**config.mk**
```make
export PLATFORM = sky130hd
export DESIGN_NAME = watch_display_scan
export DESIGN_NICKNAME = d
export VERILOG_FILES = /design/src/rtl/watch_display_scan.sv
export SDC_FILE = /design/constraint.sdc
export NUM_CORES = 1
export LEC_CHECK = 0
export CAP_MARGIN = 40
export CORE_MARGIN = 3
export CORE_UTILIZATION = 40
export CTS_BUF_LIST = sky130_fd_sc_hd__clkbuf_4 sky130_fd_sc_hd__clkbuf_8
export DETAILED_ROUTE_END_ITERATION = 6
export PLACE_DENSITY_LB_ADDON = 0.12
export RECOVER_POWER = 50
export SETUP_SLACK_MARGIN = 0.15
export SLEW_MARGIN = 20
export SYNTH_ARGS = -nofsm -noshare
export SYNTH_HDL_FRONTEND = slang
export SYNTH_SLANG_ARGS = --single-unit
```
**constraint.sdc**
```tcl
create_clock -name clk -period 3 [get_ports clk]
set_clock_uncertainty 0.1 [all_clocks]
set_input_delay 0.6 -clock clk [delete_from_list [all_inputs] [get_ports clk]]
set_output_delay 0.6 -clock clk [all_outputs]
set_load 0.05 [all_outputs]
```
**src/rtl/watch_display_scan.sv**
```systemverilog
// Stopwatch display back-end: snapshot/freeze, 6-of-8 digit scan with a dark
// guard interval, leading-zero blanking, fixed decimal points, 7-seg decode.
module watch_display_scan #(
    parameter int unsigned SCAN_DIV = 100000,
    parameter int unsigned GUARD    = 16
) (
    input  logic       clk,
    input  logic       rst,
    input  logic [3:0] d0,
    input  logic [3:0] d1,
    input  logic [3:0] d2,
    input  logic [3:0] d3,
    input  logic [3:0] d4,
    input  logic [3:0] d5,
    input  logic       lap,
    input  logic       blank_lz,
    output logic [6:0] seg,
    output logic       dp,
    output logic [7:0] an,
    output logic       frozen
);

    localparam int unsigned PW      = (SCAN_DIV > 1) ? $clog2(SCAN_DIV) : 1;
    localparam int unsigned NDIG    = 6;
    localparam logic [6:0]  SEG_OFF = 7'h7F;

    logic [PW-1:0] pcnt;
    logic [2:0]    idx;
    logic [3:0]    snap [NDIG];

    logic          frozen_nxt_c;
    logic [3:0]    cur_c;
    logic [7:0]    lead_zero_c;
    logic [7:0]    an_nxt_c;
    logic [6:0]    seg_nxt_c;
    logic          dp_nxt_c;

    // Active-low {g,f,e,d,c,b,a} pattern; codes 10..15 show a dash.
    function automatic logic [6:0] decode(input logic [3:0] v);
        case (v)
            4'd0:    decode = 7'b1000000;
            4'd1:    decode = 7'b1111001;
            4'd2:    decode = 7'b0100100;
            4'd3:    decode = 7'b0110000;
            4'd4:    decode = 7'b0011001;
            4'd5:    decode = 7'b0010010;
            4'd6:    decode = 7'b0000010;
            4'd7:    decode = 7'b1111000;
            4'd8:    decode = 7'b0000000;
            4'd9:    decode = 7'b0010000;
            default: decode = 7'b0111111;
        endcase
    endfunction

    // Freeze state after this edge; the snapshot loads only when it ends up unfrozen.
    assign frozen_nxt_c = frozen ^ lap;

    // Prescaler and digit index: one slot per SCAN_DIV cycles, idx cycles 0..5.
    always_ff @(posedge clk) begin
        if (rst) begin
            pcnt <= '0;
            idx  <= '0;
        end else if (pcnt == PW'(SCAN_DIV - 1)) begin
            pcnt <= '0;
            idx  <= (idx == 3'd5) ? 3'd0 : idx + 3'd1;
        end else begin
            pcnt <= pcnt + PW'(1);
        end
    end

    // Snapshot register and freeze flag; reset wins over a coincident lap.
    always_ff @(posedge clk) begin
        if (rst) begin
            frozen <= 1'b0;
            for (int k = 0; k < NDIG; k++) begin
                snap[k] <= '0;
            end
        end else begin
            frozen <= frozen_nxt_c;
            if (!frozen_nxt_c) begin
                snap[0] <= d0;
                snap[1] <= d1;
                snap[2] <= d2;
                snap[3] <= d3;
                snap[4] <= d4;
                snap[5] <= d5;
            end
        end
    end

    // Select the snapshot digit for the current slot.
    always_comb begin
        cur_c = '0;
        case (idx)
            3'd0:    cur_c = snap[0];
            3'd1:    cur_c = snap[1];
            3'd2:    cur_c = snap[2];
            3'd3:    cur_c = snap[3];
            3'd4:    cur_c = snap[4];
            3'd5:    cur_c = snap[5];
            default: cur_c = '0;
        endcase
    end

    // Leading-zero chain from the top digit down; digits 0 and 1 never qualify.
    always_comb begin
        lead_zero_c    = '0;
        lead_zero_c[5] = (snap[5] == 4'd0);
        lead_zero_c[4] = lead_zero_c[5] && (snap[4] == 4'd0);
        lead_zero_c[3] = lead_zero_c[4] && (snap[3] == 4'd0);
        lead_zero_c[2] = lead_zero_c[3] && (snap[2] == 4'd0);
    end

    // Next output state: dark during the guard window, else one anode lit.
    always_comb begin
        an_nxt_c  = 8'hFF;
        seg_nxt_c = SEG_OFF;
        dp_nxt_c  = 1'b1;
        if (pcnt >= PW'(GUARD)) begin
            an_nxt_c[idx] = 1'b0;
            seg_nxt_c     = (blank_lz && lead_zero_c[idx]) ? SEG_OFF : decode(cur_c);
            dp_nxt_c      = !((idx == 3'd1) || (idx == 3'd3));
        end
    end

    // Output register.
    always_ff @(posedge clk) begin
        if (rst) begin
            an  <= 8'hFF;
            seg <= SEG_OFF;
            dp  <= 1'b1;
        end else begin
            an  <= an_nxt_c;
            seg <= seg_nxt_c;
            dp  <= dp_nxt_c;
        end
    end

endmodule

```
==> results.ini, run 1 <==
[logic_synthesis]
yosysSeqAreaShare=0.526
yosysWarnings=0
synth_edf_count=24
ys_types=55
netlist.area_leader.share=0.267
synth_area_per_cell_um2=11.1
synth_area_leaders=dfxtp_1, edfxtp_1, and2_1
synthesis.nets=287
netlist_instances=251
netlist_area_um2=2780
ys_seq_elements=61
synth-async-reset-ratio=0
netlist.top_cell.by_area=dfxtp_1
yosys_most_used_dff=dfxtp_1

[global_routing]
grt_usage=0.140
antenna_found_initial=0
grt_pass1_wl_mm=8.48
grt_pass1_vias=1789
grt_overflow=0
grt_max_degree=25

[timing]
tns_ps=0
finalMaxSlewViolations=0
fin_crit_ps=2510
setup_viol=0
rsz0062_at_grt=false
hold_violations=0
tightest_slew_ps=936
relSlewSlack=0.376
max_freq_mhz=399
period_share=0.836

[worst_setup_path]
reg2reg_slack_ps=490
slowest_delay_ps=780
crit_chain=ha_1 > and4_1 > nand2_1 > nor3_1 > or2_0 > nor2_1
arrival_ps=2590
critPathMaxFanout=16
start_kind=register
worst-setup-path-type=reg -> reg
worstSetupEndpointType=register
cp.required_ps=3080
crit_buf_inv=0
cpMaxStageDelayCell=or2_0
cpLargestDelayFamily=simple AND/OR/NAND/NOR gates

[routing]
drt_pass1_iterations=4
drc_errors=0
wl_per_cell_um=13.2
routed.top_layer=met4
wirelength_mm=5.03
routed_via_density=4.94
wl_met2_mm=2.08
route.met3.wl_um=254
first_iter_violations=88
vias=1887
wl_met1_mm=2.58
ant_nets=0

[finish]
final_nets=336
fill_cells=621
area_growth_pct=23.6
final_cell_area_um2=3440
seq_area_um2=1460
final_common_cell=clkdlybuf4s50_1
multi_input_area_um2=1190
drive_above_1_share=0.125
utilization=0.526
final_cell_mix=clkdlybuf4s50_1, dfxtp_1, nor2_1
num_antenna_cells=0

[pwr]
p_per_area_nw_per_um2=516
peakVddDrop_v=0.000313
p_leak_nw=1.26

[clocking]
numCtsBuffers=9
clockBufferDepth=2
cts-hold-fix-buffers=0
cts_tree=built
h-tree-depth=3
clkSinkCount=61
cts_root_buffer=clkbuf_8
postCtsSetupBuffers=0
clk_pin_slew_ps=60
cts_resized=0
clk_latency_ps=330

[floorplanning]
row_count=29
io_pins=45
die-area_um2=7980
initial_core_util=0.425
die_h_um=89.4
coreArea_um2=6530
die_x_um=89.4

[hold_path]
hold_class=reg -> reg

[place]
placed_cell_area_um2=3270
dp_hpwl_mm=3.68
port_buffers=44
gp_congestion=0.772

[job]
drv_cap=0

[outcome]
status=complete, no violations

## metrics by stage
stage	power, mW	std cells	setup WS, ps	hold slack [ps]
after floorplan	1.07	251	685	341
after global placement	1.14	365	459	360
after detailed placement	1.15	366	509	383
after CTS	1.80	382	508	397
after global routing	1.86	382	226	420
final	1.77	382	491	396
## per-layer routing
layer	GRT usage	up-vias
met2	0.196	52
li1	-	986
met3	0.0304	11
met4	0.0771	0
met5	0	-
met1	0.201	838
## cells by family after synthesis
kind of cell / after synthesis / share of synthesized area
and+or+nand+nor: 103 / 0.205
DFF: 61 / 0.526
AOI/OAI and AO/OA: 29 / 0.0883
buffers and inverters: 21 / 0.0428
xor gates and xnor gates: 17 / 0.0536
muxes: 12 / 0.0482
adders and majority gates: 8 / 0.0360
## sequential cells by signal, indices dropped and copies added (netlist names)
| register | count |
|---|---|
| snap | 24 |
| dp | 1 |
| pcnt | 17 |
| an | 8 |
| frozen | 1 |
| idx | 3 |
| seg | 7 |
## cell type report
type                            count  area share
Clock buffer                       14      0.0488
Sequential cell                    61       0.425
Multi-Input combinational cell    169       0.347
Tap cell                           77      0.0280
Inverter                           11      0.0124
Timing Repair Buffer               48       0.135
Clock inverter                      2     0.00291
## worst paths after layout
check                      from                 end  depth (start not counted)
max reg2reg  pcnt[0]$_SDFF_PP0_  pcnt[2]$_SDFF_PP0_                          6
min reg2reg  pcnt[0]$_SDFF_PP0_  pcnt[0]$_SDFF_PP0_                          1
max          pcnt[0]$_SDFF_PP0_  pcnt[2]$_SDFF_PP0_                          6
min          pcnt[0]$_SDFF_PP0_  pcnt[0]$_SDFF_PP0_                          1
## cells in the mapped netlist, types with 2 or more instances
library cell  number
nor2_1            27
mux2i_1            7
buf_6              3
nor4_1             6
o21ai_0            3
and4_1             2
clkbuf_2           2
inv_1             10
or2_2              3
mux2_4             2
nand2_1           10
a21oi_1            4
o211ai_1           4
nand3_1           11
ha_1               8
edfxtp_1          24
and2_1            26
xor2_1            11
clkbuf_1           3
nand3b_1           4
dfxtp_1           37
mux2_1             2
nand4_1            5
xnor2_1            6
## where the power goes
part / total (mW) / switching (mW) / leakage (nW) / internal (mW)
clock: 0.649 / 0.292 / 0.0981 / 0.357
sequential: 0.941 / 0.0238 / 0.564 / 0.917
combinational: 0.183 / 0.0922 / 0.600 / 0.0908
(Power assumes the default switching activity.)
==> run 2: changes to the inputs <==
==> constraint.sdc (replaced) <==
create_clock -name clk -period 2.6 [get_ports clk]
set_clock_uncertainty 0.1 [all_clocks]
set_input_delay 0.52 -clock clk [delete_from_list [all_inputs] [get_ports clk]]
set_output_delay 0.52 -clock clk [all_outputs]
set_load 0.05 [all_outputs]
==> results.ini, run 2 (synthesis results as in run 1) <==
[place]
placed_cell_area_um2=3320
port_buffers=44
dp_hpwl_mm=3.70
gp_congestion=0.787

[worst_setup_path]
start_kind=input port
cp.required_ps=2700
worstSetupEndpointType=register
crit_buf_inv=2
slowest_delay_ps=540
cpMaxStageDelayCell=dlygate4sd3_1
reg2reg_from=idx[1]$_SDFFE_PP0P_
critPathLaunch=lap
crit_chain=dlygate4sd3_1 > xor2_1 > nor2_1 > clkbuf_1 > and2_1
critPathMaxFanout=13
worst-setup-path-type=in -> reg
arrival_ps=2350
cpLargestDelayFamily=buffers and inverters

[routing]
routed.top_layer=met4
vias=1909
first_iter_violations=110
wl_met1_mm=2.67
routed_via_density=4.92
wl_met2_mm=2.12
drt_pass1_iterations=4
wl_per_cell_um=13.1
ant_nets=0
drc_errors=0
route.met3.wl_um=204
wirelength_mm=5.08

[timing]
finalMaxSlewViolations=0
hold_violations=0
tns_ps=0
fin_crit_ps=2250
rsz0062_at_grt=false
setup_viol=0
max_freq_mhz=445
period_share=0.865
relSlewSlack=0.558
tightest_slew_ps=661

[clocking]
cts-hold-fix-buffers=0
cts_tree=built
clkSinkCount=61
clk_pin_slew_ps=70
h-tree-depth=3
clk_latency_ps=330
clockBufferDepth=2
numCtsBuffers=9
cts_root_buffer=clkbuf_8

[finish]
regMostFlops=snap
fill_cells=596
reg_top3=snap (24), pcnt (17), an (8)
final_cell_mix=clkdlybuf4s50_1, dfxtp_1, nor2_1
final_common_cell=clkdlybuf4s50_1
drive_above_1_share=0.138
final_cell_area_um2=3530
multi_input_area_um2=1190
final_nets=342
num_antenna_cells=0
area_growth_pct=27.2
seq_area_um2=1460
largest_reg_flops=24

[floorplanning]
initial_core_util=0.425
die_x_um=89.4
row_count=29
die_h_um=89.4
coreArea_um2=6530
io_pins=45
die-area_um2=7980

[pwr]
p_leak_nw=1.31
p_per_area_nw_per_um2=650
clock_power_share=0.436
internal_power_mw=1.79
comb_power_share=0.091
p_sw_mw=0.505
pwr-share-seq=0.473
peakVddDrop_v=0.000323
swShare=0.220

[global_routing]
grt_max_degree=25
grt_usage=0.140
antenna_found_initial=0
grt_pass1_vias=1804
grt_overflow=0
grt_pass1_wl_mm=8.50

[hold_path]
hold_class=reg -> reg
hp-start=pcnt[0]$_SDFF_PP0_

[outcome]
status=complete, no violations

[job]
drv_cap=0

-- run 2: changes by cell type in the layout (fill, tap and decap cells not counted), sizes merged --
cell / previous run / this run
clkdlybuf4s50: 43 / 42
clkinvlp: 0 / 2
dlygate4sd3: 1 / 2
bufinv: 0 / 3
buf: 2 / 6
clkbuf: 16 / 13
-- run 2: worst register-to-register path, delay by kind of cell (launching register included) --
| kind | cells | cell delay, ps |
|---|---|---|
| fa+ha+maj | 2 | 460 |
| mux | 1 | 300 |
| buf+inv | 1 | 160 |
| compound gates | 3 | 380 |
| flops | 1 | 580 |
| simple gates | 1 | 190 |
-- run 2: final timing paths --
| kind | end | slack, ps | cells after the start |
|---|---|---|---|
| setup / recovery | snap[0][13]$_SDFFCE_PN0P_ | 350 | 5 |
| hold / removal | pcnt[0]$_SDFF_PP0_ | 380 | 1 |
| setup reg to reg | seg[4]$_SDFF_PP1_ | 350 | 8 |
| hold reg to reg | pcnt[0]$_SDFF_PP0_ | 380 | 1 |
-- run 2: timing repair --
item                       4_1_cts  5_1_grt
setup buffers                    0        0
hold endpoints to repair         0        0
gates resized for setup          0        1
setup endpoints to repair        0        2
-- run 2: through the flow --
step                total power [mW]  worst slack, ps  hold WS (ps)  std cells  utilization
floorplan                       1.23              285           341        251            -
global placement                1.32              135           362        371        0.506
detailed placement              1.32              286           366        372        0.508
CTS                             2.32              268           382        388        0.544
global route                    2.40              185           404        388        0.541
finish                          2.30              350           377        388        0.541
-- run 2: cell type report --
class / count / share of cell area
clock buffer: 9 / 0.0350
sequential: 61 / 0.414
inverter: 11 / 0.0120
tap: 77 / 0.0273
timing repair buffer: 54 / 0.142
multi-input combinational: 169 / 0.338
clock inverter: 7 / 0.0322
-- run 2: metal layers --
layer	vias up	GRT usage
met5	-	0
met4	0	0.0650
met3	7	0.0461
met2	40	0.192
met1	865	0.198
li1	997	-
-- run 2: power by group through the flow --
stage / combinational (mW) / sequential, mW / clock, mW
2_1_floorplan: 0.130 / 1.10 / 0
3_3_place_gp: 0.211 / 1.10 / 0
3_5_place_dp: 0.217 / 1.11 / 0
4_1_cts: 0.218 / 1.09 / 1.02
5_1_grt: 0.235 / 1.09 / 1.07
6_report: 0.210 / 1.09 / 1.00
